<file path="config.mk">
export PLATFORM = sky130hd
export DESIGN_NAME = bram_sp_gen_flat
export DESIGN_NICKNAME = d
export VERILOG_FILES = /design/src/rtl/bram_pkg.sv /design/src/rtl/bram_sp_gen_if.sv /design/src/rtl/bram_out_reg.sv /design/src/rtl/bram_sp_gen.sv /design/src/flat_wrapper.sv
export SDC_FILE = /design/constraint.sdc
export NUM_CORES = 2
export LEC_CHECK = 0
export BUFFER_PORTS_ARGS = -buffer_cell sky130_fd_sc_hd__buf_4
export CAP_MARGIN = 20
export CORE_ASPECT_RATIO = 0.5
export CORE_MARGIN = 3
export CORE_UTILIZATION = 57
export DETAILED_ROUTE_END_ITERATION = 8
export PLACE_DENSITY_LB_ADDON = 0.25
export SLEW_MARGIN = 5
export SYNTH_ARGS = -nofsm -noshare
export SYNTH_HDL_FRONTEND = slang
export SYNTH_HIERARCHICAL = 1
export SYNTH_SLANG_ARGS = --single-unit
</file>
<file path="constraint.sdc">
create_clock -name CLK -period 3 [get_ports CLK]
set_input_delay 0.3 -clock CLK [delete_from_list [all_inputs] [get_ports CLK]]
set_output_delay 0.3 -clock CLK [all_outputs]
set_load 0.05 [all_outputs]
</file>
<file path="src/rtl/bram_pkg.sv">
// bram_pkg: write-mode encodings, parameter limits and clog2 shared by the BRAM files
package bram_pkg;
  typedef enum int {
    WRITE_FIRST = 0,
    READ_FIRST  = 1,
    NO_CHANGE   = 2
  } wmode_e;
  localparam int WIDTH_MIN = 1;
  localparam int WIDTH_MAX = 64;
  localparam int DEPTH_MIN = 2;
  localparam int DEPTH_MAX = 16384;
  function automatic int clog2(input int n);
    int r;
    r = 1;
    for (int i = 0; i < 31; i++) if ((1 << i) < n) r = i + 1;
    return r;
  endfunction
endpackage

</file>
<file path="src/rtl/bram_sp_gen_if.sv">
// bram_sp_gen_if: single-port RAM access bus with requester and memory views
interface bram_sp_gen_if #(
  parameter int WIDTH = 8,
  parameter int AW    = 9
);
  logic             EN;
  logic             WE;
  logic [AW-1:0]    ADDR;
  logic [WIDTH-1:0] DI;
  logic [WIDTH-1:0] DO;
  logic             VALID;
  modport master (output EN, WE, ADDR, DI, input DO, VALID);
  modport slave  (input EN, WE, ADDR, DI, output DO, VALID);
endinterface

</file>
<file path="src/rtl/bram_out_reg.sv">
// bram_out_reg: data register with load enable plus a valid bit, both reset synchronously
module bram_out_reg #(
  parameter int               WIDTH = 8,
  parameter logic [WIDTH-1:0] SRVAL = '0
) (
  input  logic             CLK,
  input  logic             RST,
  input  logic             ld_i,
  input  logic             v_i,
  input  logic [WIDTH-1:0] d_i,
  output logic [WIDTH-1:0] q_o,
  output logic             v_o
);
  logic [WIDTH-1:0] q_q, q_d;
  logic             v_q;
  // data only moves on a load; otherwise the last result is held
  always_comb q_d = ld_i ? d_i : q_q;
  // reset wins over any load and drops valid; valid otherwise follows its input every edge
  always_ff @(posedge CLK) begin
    if (RST) begin
      q_q <= SRVAL;
      v_q <= 1'b0;
    end else begin
      q_q <= q_d;
      v_q <= v_i;
    end
  end
  assign q_o = q_q;
  assign v_o = v_q;
endmodule

</file>
<file path="src/rtl/bram_sp_gen.sv">
// bram_sp_gen: generic single-port block RAM with selectable write mode and optional output register
module bram_sp_gen
  import bram_pkg::*;
#(
  parameter int               WIDTH      = 8,
  parameter int               DEPTH      = 512,
  parameter int               WRITE_MODE = WRITE_FIRST,
  parameter int               DO_REG     = 0,
  parameter logic [WIDTH-1:0] SRVAL      = '0,
  parameter logic [WIDTH-1:0] INIT_VAL   = '0
) (
  input logic          CLK,
  input logic          RST,
  bram_sp_gen_if.slave bus
);
  localparam int AW = clog2(DEPTH);
  localparam bit WF = WRITE_MODE == WRITE_FIRST;
  localparam bit NC = WRITE_MODE == NO_CHANGE;
  if (WIDTH < WIDTH_MIN || WIDTH > WIDTH_MAX || DEPTH < DEPTH_MIN || DEPTH > DEPTH_MAX ||
      WRITE_MODE < 0 || WRITE_MODE > 2 || DO_REG < 0 || DO_REG > 1) begin : g_bad_param
    $error("bram_sp_gen: illegal parameters WIDTH=%0d DEPTH=%0d WRITE_MODE=%0d DO_REG=%0d",
           WIDTH, DEPTH, WRITE_MODE, DO_REG);
  end
  logic [WIDTH-1:0] mem [DEPTH] = '{default: INIT_VAL};
  logic             in_rng, lat_ld, lat_v;
  logic [WIDTH-1:0] rd_data, lat_d, lat_q;
  // out-of-range addresses read as zero; a NO_CHANGE write neither loads nor marks valid
  always_comb begin
    in_rng  = 32'(bus.ADDR) < DEPTH;
    rd_data = in_rng ? mem[bus.ADDR] : '0;
    lat_d   = (bus.WE && WF) ? bus.DI : rd_data;
    lat_ld  = bus.EN && !(bus.WE && NC);
  end
  // memory ignores reset so a write issued during reset still lands
  always_ff @(posedge CLK) begin
    if (bus.EN && bus.WE && in_rng) mem[bus.ADDR] <= bus.DI;
  end
  bram_out_reg #(.WIDTH(WIDTH), .SRVAL(SRVAL)) u_lat (
    .CLK  (CLK),
    .RST  (RST),
    .ld_i (lat_ld),
    .v_i  (lat_ld),
    .d_i  (lat_d),
    .q_o  (lat_q),
    .v_o  (lat_v)
  );
  if (DO_REG == 1) begin : g_do_reg
    bram_out_reg #(.WIDTH(WIDTH), .SRVAL(SRVAL)) u_out (
      .CLK  (CLK),
      .RST  (RST),
      .ld_i (1'b1),
      .v_i  (lat_v),
      .d_i  (lat_q),
      .q_o  (bus.DO),
      .v_o  (bus.VALID)
    );
  end else begin : g_no_reg
    assign bus.DO    = lat_q;
    assign bus.VALID = lat_v;
  end
endmodule

</file>
<file path="src/flat_wrapper.sv">
// flat-port wrapper written by rule: the top's interface ports become plain ports
module bram_sp_gen_flat import bram_pkg::*;
#(
  parameter int               WIDTH      = 8,
  parameter int               DEPTH      = 512,
  parameter int               WRITE_MODE = WRITE_FIRST,
  parameter int               DO_REG     = 0,
  parameter logic [WIDTH-1:0] SRVAL      = '0,
  parameter logic [WIDTH-1:0] INIT_VAL   = '0
)
  (CLK, RST, bus_EN, bus_WE, bus_ADDR, bus_DI, bus_DO, bus_VALID);
  bram_sp_gen_if #(.WIDTH(WIDTH), .AW(9)) bus_i ();
  input logic CLK;
  input logic RST;
  input wire logic [$bits(bus_i.EN)-1:0] bus_EN;
  input wire logic [$bits(bus_i.WE)-1:0] bus_WE;
  input wire logic [$bits(bus_i.ADDR)-1:0] bus_ADDR;
  input wire logic [$bits(bus_i.DI)-1:0] bus_DI;
  output wire logic [$bits(bus_i.DO)-1:0] bus_DO;
  output wire logic [$bits(bus_i.VALID)-1:0] bus_VALID;
  assign bus_i.EN = bus_EN;
  assign bus_i.WE = bus_WE;
  assign bus_i.ADDR = bus_ADDR;
  assign bus_i.DI = bus_DI;
  assign bus_DO = bus_i.DO;
  assign bus_VALID = bus_i.VALID;
  bram_sp_gen #(.WIDTH(WIDTH), .DEPTH(DEPTH), .WRITE_MODE(WRITE_MODE), .DO_REG(DO_REG), .SRVAL(SRVAL), .INIT_VAL(INIT_VAL)) u_core (.CLK(CLK), .RST(RST), .bus(bus_i));
endmodule
</file>
==> results.sh <==
export IMPL_status="finished, violations left"
export IMPL_violations="negative setup slack"
export IMPL_async_reset_ff_share_pct=0
export IMPL_synthesis_nets=7477
export IMPL_rsz0062_at_grt="yes"
export IMPL_synth_largest_area_cell="edfxtp_1"
export IMPL_cts_tree="built"
export IMPL_ys_top_cells_by_count="4,096 x edfxtp_1, 1,008 x mux4_2, 579 x nor2_1"
export IMPL_worstPathRequired_ns=3.81
export IMPL_hold_path_class="in2reg"
export IMPL_ys_flop_type="edfxtp_1"
export IMPL_vias_per_cell=6.80
export IMPL_synth_area_top_cells="edfxtp_1 77%, mux4_2 14%, mux2i_1 1.5%"
export IMPL_coreArea_um2=276000
export IMPL_cp_top_family="compound AO/OA/AOI/OAI gates"
export IMPL_path_max_fanout=1
export IMPL_crit_chain="mux4_2 > a22o_1 > a221oi_2 > buf_4 > a31oi_4 > buf_6 > a2111oi_4 > buf_4 > nand4_1 > o41a_1 > mux2i_1 > nor2_1"
export IMPL_slew_viol_final=0
export IMPL_netlist_instances=7456
export IMPL_placed_cells=12400
export IMPL_clock_latency_ns=0.94
export IMPL_track_usage_pct=33.4
export IMPL_dieArea_um2=286000
export IMPL_instances_no_fill=13000
export IMPL_ys_warn_count=6
export IMPL_grt_pass1_vias=86100
export IMPL_cts_root_buf="clkbuf_16"
export IMPL_drc_errors=0
export IMPL_synth_simple_area_share_pct=3.07
export IMPL_cts_htree_levels=5
export IMPL_power_leakage_nw=62.5
export IMPL_synth_area_um2=159000
export IMPL_relSlewSlack_pct=14.3
export IMPL_num_rows=136
export IMPL_period_share_pct=109
export IMPL_yosysMostFrequentCell="edfxtp_1"
export IMPL_synth_area_mux_share_pct=16.0
export IMPL_yosysTopAreaCellShare_pct=77.3
export IMPL_place_hpwl_um=319000
export IMPL_clk_pin_slew_ns=0.08
export IMPL_antenna_found_initial=32
export IMPL_arrival_ns=4.07
export IMPL_num_nets_final=9011
export IMPL_worst_pin_slew_ns=1.27
export IMPL_ys_ff_latch=4105
export IMPL_vias=88400
export IMPL_grt_pass1_wl_um=669000
export IMPL_start_util_pct=57.6
export IMPL_path_common_cell="buf_4"
export IMPL_timing_final_ws_setup_ns=-0.258
export IMPL_synthAdderAreaFrac_pct=0
export IMPL_crit_slowest_cell="mux4_2"
export IMPL_seq_area_frac_synth_pct=77.4
export IMPL_max_stage_delay_ns=0.50
export IMPL_routedWlPerCell_um=36.8
export IMPL_synth_top_family_by_area="multiplexers"
export IMPL_maxCapViolations=0
export IMPL_endpoint_kind="flip-flop"
export IMPL_path_class="reg2reg"
export IMPL_drt_initial_drc_count=14900
export IMPL_die_h_um=380
export IMPL_syn_to_final_growth_pct=20.0
export IMPL_ys_types=67
export IMPL_place_congestion=1.04
export IMPL_fin_skew_ns=0.0725
export IMPL_critPathLaunchType="flip-flop"
export IMPL_syn_avg_cell_area_um2=21.3
export IMPL_numClockSinks=4105
export IMPL_fmax_mhz=307
export IMPL_place_area_um2=179000
export IMPL_numCtsBuffers=346
export IMPL_power_density_nw_per_um2=607
export IMPL_reg2reg_slack_ns=-0.26
export IMPL_cts_path_max_buffers=4
export IMPL_drtAntennaViolNets=0
export IMPL_overflow=0
export IMPL_pin_count=30
export IMPL_setup_viol=3
export IMPL_peakVddDrop_v=0.000514
export IMPL_synth_edf_count=4096
export IMPL_synth_compound_area_share_pct=2.05
export IMPL_grt_max_degree=159
export IMPL_die_width_um=753
export IMPL_synth_xor_area_share_pct=0
export IMPL_dr_pass1_iters=9
export IMPL_drive_above_1_share_pct=38.4
export IMPL_cp_num_buf_inv=3
export IMPL_hold_viol_final=0
export IMPL_portBuffers=29
export IMPL_drt_wl_total_um=478000
export IMPL_fin_area_um2=191000
export IMPL_fill_cells=16500
export IMPL_period_minus_slack_ns=3.26
[flip-flops by register name, summed over array words and instances (netlist names)]
| signal | count |
|---|---|
| u_core/mem | 4096 |
| u_core/u_lat/q_o | 8 |
| u_core/u_lat/v_o | 1 |
[worst paths after layout]
path,cells after the start,startpoint,end
max,12,u_core/mem[7][5],u_core/u_lat/q_o[5]
min,5,bus_WE,u_core/u_lat/q_o[1]
max reg2reg,12,u_core/mem[7][5],u_core/u_lat/q_o[5]
min reg2reg,2,u_core/u_lat/q_o[4],u_core/u_lat/q_o[4]
[per-stage QoR]
step	utilization [%]	hold slack, ns	TNS [ns]	worst slack, ns	power [mW]
after floorplan	-	0.399	-168.72	-0.143	67.2
final	69.1	0.164	-0.380	-0.258	116
after global routing	69.1	0.118	-0.422	-0.237	118
after CTS	69.0	0.0890	-0.286	-0.237	116
after global placement	64.9	0.647	-9.88	-1.79	70.8
after detailed placement	64.9	0.622	-8.72	-1.39	70.9
[layout by cell type, fill, tap and decap left out, types with 15 or more instances in the layout]
| master | n |
|---|---|
| diode_2 | 19 |
| nand2_1 | 282 |
| nand4_1 | 48 |
| and3_1 | 18 |
| clkinv_2 | 57 |
| bufinv_16 | 40 |
| mux2i_1 | 235 |
| o22ai_1 | 32 |
| a31oi_1 | 33 |
| mux4_2 | 1008 |
| nand2_4 | 16 |
| mux2_2 | 24 |
| clkbuf_16 | 355 |
| a32oi_1 | 49 |
| buf_4 | 1284 |
| nor2_2 | 291 |
| nand3_1 | 90 |
| o21ai_0 | 30 |
| a22oi_1 | 90 |
| clkinv_1 | 67 |
| nor2_1 | 287 |
| nor3_1 | 19 |
| buf_12 | 336 |
| a221oi_1 | 15 |
| a21oi_1 | 63 |
| clkinvlp_4 | 16 |
| edfxtp_1 | 4096 |
| clkbuf_1 | 63 |
[layout make-up]
class	instances	area [µm²]	share of cell area, %
Antenna cell	19	47.5	0.0249
Clock buffer	417	9090	4.76
Clock inverter	202	2130	1.12
Inverter	12	57.6	0.0301
Multi-Input combinational cell	2870	34900	18.3
Sequential cell	4105	123000	64.5
Tap cell	3726	4660	2.44
Timing Repair Buffer	1655	16900	8.83
[per-layer routing]
metal	global-route usage, %	vias to the layer above	wire length, µm
li1	-	34200	-
met1	48.0	46200	172000
met2	48.1	6849	210000
met3	11.4	1115	72300
met4	13.0	24	22800
met5	0.0842	-	456
[worst reg2reg max path, stage by stage (launching register included)]
cell and delay (ns):
edfxtp_1 0.36, mux4_2 0.50, a22o_1 0.24, a221oi_2 0.17, buf_4 0.17, a31oi_4 0.09
buf_6 0.18, a2111oi_4 0.31, buf_4 0.20, nand4_1 0.29, o41a_1 0.43, mux2i_1 0.16
nor2_1 0.06
[power by group]
group,internal [mW],leakage [nW],switching (mW)
Clock,25.2,5.46,20.8
Sequential,63.1,36.9,0.0348
Combinational,2.58,20.2,4.27
Total,90.8,62.5,25.1
[kinds of logic (layout without fill, tap and decap cells)]
kind of cell,count (synthesis),in the layout
simple gates,1147,1147
buf+inv,481,2286
compound gates,450,450
other cells,0,19
mux,1273,1273
flops,4105,4105
[what timing repair did]
action / CTS / global route
pin swaps: 12 / 32
cloned: 0 / 1
hold buffers: 11 / 0
buffers inserted: 0 / 0
hold endpoints to repair: 339 / 0
gates resized for setup: 36 / 55
endpoints found under the setup margin: 7 / 8
Power figures use the tool's default switching activity.
